**src/rtl/core_pkg.sv**
```systemverilog
// Shared core types and constants for the instruction fetch path.
package core_pkg;

  localparam int              XLEN             = 32;
  localparam logic [XLEN-1:0] RESET_PC_DEFAULT = 32'h0000_0000;
  localparam logic [XLEN-1:0] INSTR_NOP        = 32'h0000_0013;

  // One fetched instruction together with the address it came from.
  typedef struct packed {
    logic [XLEN-1:0] pc;
    logic [XLEN-1:0] instr;
  } fetch_entry_t;

  // Force an address onto a word boundary.
  function automatic logic [XLEN-1:0] align_word(input logic [XLEN-1:0] addr);
    return {addr[XLEN-1:2], 2'b00};
  endfunction

endpackage

```
**src/rtl/fetch_fifo.sv**
```systemverilog
// Small synchronous FIFO of fetch entries with clear, full/empty and count.
module fetch_fifo
  import core_pkg::*;
#(
  parameter  int DEPTH = 2,
  localparam int AW    = (DEPTH > 1) ? $clog2(DEPTH) : 1,
  localparam int CW    = $clog2(DEPTH + 1)
) (
  input  logic         clk,
  input  logic         rst_n,
  input  logic         i_push,
  input  fetch_entry_t i_push_data,
  input  logic         i_pop,
  input  logic         i_clear,
  output fetch_entry_t o_head,
  output logic         o_full,
  output logic         o_empty,
  output logic [CW-1:0] o_count
);

  fetch_entry_t  r_mem [DEPTH];
  logic [AW-1:0] r_rd_ptr;
  logic [AW-1:0] r_wr_ptr;
  logic [CW-1:0] r_count;

  logic          w_do_push;
  logic          w_do_pop;
  logic [AW-1:0] w_rd_ptr_inc;
  logic [AW-1:0] w_wr_ptr_inc;

  assign o_empty   = (r_count == '0);
  assign o_full    = (r_count == CW'(DEPTH));
  assign o_count   = r_count;
  assign o_head    = r_mem[r_rd_ptr];

  // A push into a full FIFO is accepted only when the head leaves in the same cycle.
  assign w_do_pop  = i_pop && !o_empty;
  assign w_do_push = i_push && (!o_full || w_do_pop);

  assign w_rd_ptr_inc = (r_rd_ptr == AW'(DEPTH - 1)) ? '0 : r_rd_ptr + AW'(1);
  assign w_wr_ptr_inc = (r_wr_ptr == AW'(DEPTH - 1)) ? '0 : r_wr_ptr + AW'(1);

  // Pointer and occupancy bookkeeping; clear empties the FIFO in one cycle.
  always_ff @(posedge clk or negedge rst_n) begin
    if (!rst_n) begin
      r_rd_ptr <= '0;
      r_wr_ptr <= '0;
      r_count  <= '0;
    end else if (i_clear) begin
      r_rd_ptr <= '0;
      r_wr_ptr <= '0;
      r_count  <= '0;
    end else begin
      if (w_do_push) r_wr_ptr <= w_wr_ptr_inc;
      if (w_do_pop)  r_rd_ptr <= w_rd_ptr_inc;
      r_count <= r_count + CW'(w_do_push) - CW'(w_do_pop);
    end
  end

  // Entry storage; left unreset since occupancy alone says what is valid.
  always_ff @(posedge clk) begin
    if (w_do_push && !i_clear) begin
      r_mem[r_wr_ptr] <= i_push_data;
    end
  end

endmodule

```
**src/rtl/fetch_unit.sv**
```systemverilog
// Instruction fetch: credit-limited request issue, in-order PC tagging,
// flush/redirect with discard of stale responses, buffered hand-off to decode.
module fetch_unit
  import core_pkg::*;
#(
  parameter logic [XLEN-1:0] RESET_PC   = RESET_PC_DEFAULT,
  parameter int              FIFO_DEPTH = 2
) (
  input  logic            clk,
  input  logic            rst_n,
  input  logic [XLEN-1:0] jump_addr,
  input  logic            jump,
  input  logic            stall_n,
  input  logic            flush,
  output logic            imem_req,
  output logic [XLEN-1:0] imem_addr,
  input  logic            imem_gnt,
  input  logic            imem_rvalid,
  input  logic [XLEN-1:0] imem_rdata,
  output logic            if_valid,
  output logic [XLEN-1:0] if_pc,
  output logic [XLEN-1:0] if_instr
);

  localparam int CW = $clog2(FIFO_DEPTH + 1);
  localparam int AW = (FIFO_DEPTH > 1) ? $clog2(FIFO_DEPTH) : 1;

  // Fetch PC, request/response counters and the in-order tag queue.
  logic [XLEN-1:0] r_pc;
  logic [CW-1:0]   r_outstanding;
  logic [CW-1:0]   r_discard_cnt;
  logic [XLEN-1:0] r_tag_mem [FIFO_DEPTH];
  logic [AW-1:0]   r_tag_rd;
  logic [AW-1:0]   r_tag_wr;

  logic            w_req;
  logic            w_grant;
  logic            w_push;
  logic            w_pop;
  logic            w_valid;
  logic [CW:0]     w_credit_used;
  logic [CW-1:0]   w_out_after_rv;
  logic [AW-1:0]   w_tag_rd_inc;
  logic [AW-1:0]   w_tag_wr_inc;
  fetch_entry_t    w_push_entry;
  fetch_entry_t    w_head;
  logic            w_fifo_full;
  logic            w_fifo_empty;
  logic [CW-1:0]   w_fifo_count;

  // Outstanding requests (including ones to be discarded) and buffered
  // entries share one credit pool, so a granted response always has room.
  assign w_credit_used  = {1'b0, r_outstanding} + {1'b0, w_fifo_count};
  assign w_req          = rst_n && !flush && (w_credit_used < (CW + 1)'(FIFO_DEPTH));
  assign w_grant        = w_req && imem_gnt;

  // Responses are dropped during a flush and while stale ones are draining.
  assign w_push         = imem_rvalid && !flush && (r_discard_cnt == '0);
  assign w_out_after_rv = r_outstanding - CW'(imem_rvalid);

  assign w_valid        = !w_fifo_empty && !flush;
  assign w_pop          = w_valid && stall_n;

  assign w_tag_rd_inc   = (r_tag_rd == AW'(FIFO_DEPTH - 1)) ? '0 : r_tag_rd + AW'(1);
  assign w_tag_wr_inc   = (r_tag_wr == AW'(FIFO_DEPTH - 1)) ? '0 : r_tag_wr + AW'(1);

  assign w_push_entry.pc    = r_tag_mem[r_tag_rd];
  assign w_push_entry.instr = imem_rdata;

  assign imem_req  = w_req;
  assign imem_addr = r_pc;
  assign if_valid  = w_valid;
  assign if_pc     = w_valid ? w_head.pc    : '0;
  assign if_instr  = w_valid ? w_head.instr : '0;

  // Fetch PC: a redirect wins over the post-grant increment (wraps at 2^32).
  always_ff @(posedge clk or negedge rst_n) begin
    if (!rst_n) begin
      r_pc <= RESET_PC;
    end else if (jump) begin
      r_pc <= align_word(jump_addr);
    end else if (w_grant) begin
      r_pc <= r_pc + XLEN'(4);
    end
  end

  // Outstanding count and the number of in-flight responses still to be thrown away.
  always_ff @(posedge clk or negedge rst_n) begin
    if (!rst_n) begin
      r_outstanding <= '0;
      r_discard_cnt <= '0;
    end else begin
      r_outstanding <= w_out_after_rv + CW'(w_grant);
      if (flush) begin
        r_discard_cnt <= w_out_after_rv;
      end else if (imem_rvalid && (r_discard_cnt != '0)) begin
        r_discard_cnt <= r_discard_cnt - CW'(1);
      end
    end
  end

  // Tag queue pointers: push the PC on grant, pop when its response is kept.
  always_ff @(posedge clk or negedge rst_n) begin
    if (!rst_n) begin
      r_tag_rd <= '0;
      r_tag_wr <= '0;
    end else if (flush) begin
      r_tag_rd <= '0;
      r_tag_wr <= '0;
    end else begin
      if (w_grant) r_tag_wr <= w_tag_wr_inc;
      if (w_push)  r_tag_rd <= w_tag_rd_inc;
    end
  end

  // Tag storage written with the address being granted.
  always_ff @(posedge clk) begin
    if (w_grant) begin
      r_tag_mem[r_tag_wr] <= r_pc;
    end
  end

  fetch_fifo #(
    .DEPTH (FIFO_DEPTH)
  ) u_fifo (
    .clk         (clk),
    .rst_n       (rst_n),
    .i_push      (w_push),
    .i_push_data (w_push_entry),
    .i_pop       (w_pop),
    .i_clear     (flush),
    .o_head      (w_head),
    .o_full      (w_fifo_full),
    .o_empty     (w_fifo_empty),
    .o_count     (w_fifo_count)
  );

`ifndef SYNTHESIS
  a_rvalid_needs_outstanding: assert property (
    @(posedge clk) disable iff (!rst_n) imem_rvalid |-> (r_outstanding != '0));
  a_no_push_on_full: assert property (
    @(posedge clk) disable iff (!rst_n) (w_push && w_fifo_full) |-> w_pop);
`endif

endmodule

```
**config.mk**
```make
export PLATFORM = sky130hd
export DESIGN_NAME = fetch_unit
export DESIGN_NICKNAME = d
export VERILOG_FILES = /design/src/rtl/core_pkg.sv /design/src/rtl/fetch_fifo.sv /design/src/rtl/fetch_unit.sv
export SDC_FILE = /design/constraint.sdc
export NUM_CORES = 1
export LEC_CHECK = 0
export CAP_MARGIN = 5
export CORE_MARGIN = 10
export CORE_UTILIZATION = 39
export CTS_BUF_LIST = sky130_fd_sc_hd__clkbuf_16
export CTS_CLUSTER_DIAMETER = 60
export DETAILED_ROUTE_END_ITERATION = 12
export HOLD_SLACK_MARGIN = 0.03
export MAX_ROUTING_LAYER = met4
export RECOVER_POWER = 50
export SYNTH_ARGS = -nofsm -noshare
export SYNTH_HDL_FRONTEND = slang
export SYNTH_HIERARCHICAL = 1
export SYNTH_SLANG_ARGS = --single-unit
```
**constraint.sdc**
```tcl
create_clock -name clk -period 9.1 [get_ports clk]
set_input_delay 2.73 -clock clk [delete_from_list [all_inputs] [get_ports clk]]
set_output_delay 2.73 -clock clk [all_outputs]
set_load 0.1 [all_outputs]
```
==> metrics.txt <==
DP Worst Slack=1.62 ns; pins over their slew limit=31; gr usage total=0.131; Cell Pwr Density=203 nW/um2; Setup TNS Final=0 ns; Setup Viol. Count Final=0; Least-Margin Pin Slew=1.71 ns; minimum clock period=7.90 ns; syn_area_per_cell=15.0 um2; Rel. slew slack=-0.141; die area=31600 um2; via/cell ratio=5.01; Port Buffers=164; DRT antenna net count=0; CP endpoint=imem_req; CTS tree=built; Reg2Reg Depth=6; row count=57; postcts setup bufs=0; CP startpoint kind=input port; largest net degree at the start of global routing=65; Synth Instances=647; Worst-Skew Late Latency=0.51 ns; R2R setup slack=5.13 ns; Worst Setup End Kind=output port; nets@finish=898; first-pass GRT wire length=32400 um; clock tree buffer depth=3; wire per inst=17.7 um; reg-to-reg endpoint=r_tag_mem[1][11]$_DFFE_PP_; drt total wl=20600 um; 1st-pass router iterations=4; layout cells sized above 1=0.165; clock skew=0.00892 ns; arrival time at the worst endpoint=5.17 ns; critical setup path kind=in -> out; design area=12300 um2; hold_sp=r_tag_mem[0][7]$_DFFE_PP_; core area=24400 um2; Final HPWL DP=14200 um; Remaining DRCs=0; status=finished with violations; Die X-Extent=178 um; RSZ-0062 raised after global routing=false; IO Pins=169; Post-DP Area=11500 um2; CP required=6.37 ns; CTS Buf Count=25; Hold Crit Class=reg -> reg; FF-to-FF Start=u_fifo/o_count[0]$_DFF_PN0_; slack of the critical path=1.20 ns; Placer Congestion=0.817; vias in the first global route=6154; CTS Hold Bufs=0; peak supply drop=0.000117 V; Hold Vio Cnt, Final=0; static leakage=4.44 nW; initial antenna violation count=0; clk slew on worst S/H paths=0.05 ns; Antenna Cells=0; Post-Syn Area=9720 um2; CTS Sinks=228; H-Tree Depth=1; drt initial violations=309; worst setup path startpoint=flush; root buffer cell=clkbuf_16; Vert. Die Dim=178 um; failing checks=capacitance limit, slew limit; Max-Cap Viols=1; DR vias=5823; fmax=127 MHz; area delta synth->final=26.1%; Yosys Warn Count=6; Initial Util=0.399; final cycle utilization of the critical path=0.868; cts repair resizes=0; crit-path max FO=17; grt total ovfl=0
cell usage in the layout (no fill, tap or decap), types with 19 or more instances in the layout:
cell type          n
dfrtp_1           39
buf_4             74
edfxtp_1         188
nand2_1           22
and2_1            67
inv_1             19
nor2_1            34
clkdlybuf4s50_1   63
clkbuf_16         25
mux2_1            74
dlygate4sd3_1     34
nand3_1           19
mux2_2            21
routing by layer:
metal | vias to the layer above | track usage | wire [um] | share of wire
li1 | 2768 | - | - | -
met1 | 2814 | 0.169 | 9330 | 0.45
met2 | 200 | 0.208 | 9610 | 0.47
met3 | 41 | 0.0261 | 1150 | 0.056
met4 | 0 | 0.0365 | 520 | 0.025
met5 | - | - | 0 | 0
worst min path at each step:
stage                                          to  cells after the start  slack (ns)
floorplan            r_discard_cnt[1]$_DFFE_PN0P_                      2        0.51
CTS                 u_fifo/r_mem[1][40]$_DFFE_PP_                      1        0.57
finish              u_fifo/r_mem[1][39]$_DFFE_PP_                      1        0.55
global route        u_fifo/r_mem[1][63]$_DFFE_PP_                      1        0.58
global placement     r_discard_cnt[1]$_DFFE_PN0P_                      2        0.54
detailed placement  u_fifo/r_mem[0][49]$_DFFE_PP_                      1        0.55
critical path: stages:
cell and delay [ns]:
dlygate4sd3_1 0.54, clkbuf_1 0.37, or4b_1 0.78, clkinvlp_2 0.37, buf_4 0.37
final cells by class:
type / count / area [um2]
timing repair buffer: 175 / 1540
clock inverter: 19 / 141
fill: 2098 / 12100
tap: 324 / 405
inverter: 10 / 38.8
multi-input combinational: 381 / 2860
sequential: 228 / 6650
clock buffer: 25 / 626
report_power, final:
part / internal, W / leakage, nW / total (W) / switching, W
Clock: 0.000553 / 0.418 / 0.000928 / 0.000374
Sequential: 0.00120 / 2.17 / 0.00124 / 0.0000466
Combinational: 0.000110 / 1.86 / 0.000324 / 0.000214
stage by stage:
stage	util	instances	total power, W	hold slack, ns
floorplan	-	652	0.00149	0.513
global placement	0.473	1118	0.00159	0.542
detailed placement	0.473	1118	0.00160	0.547
CTS	0.504	1162	0.00254	0.566
global route	0.503	1162	0.00259	0.582
finish	0.503	1162	0.00249	0.551
state kept, by name, summed over array words and instances (netlist names):
| signal | count |
|---|---|
| imem_addr | 30 |
| r_discard_cnt | 2 |
| r_outstanding | 2 |
| r_tag_mem | 60 |
| r_tag_rd | 1 |
| r_tag_wr | 1 |
| u_fifo/o_count | 2 |
| u_fifo/r_mem | 128 |
| u_fifo/r_rd_ptr | 1 |
| u_fifo/r_wr_ptr | 1 |
No activity file was read; power rests on OpenSTA's default activity.
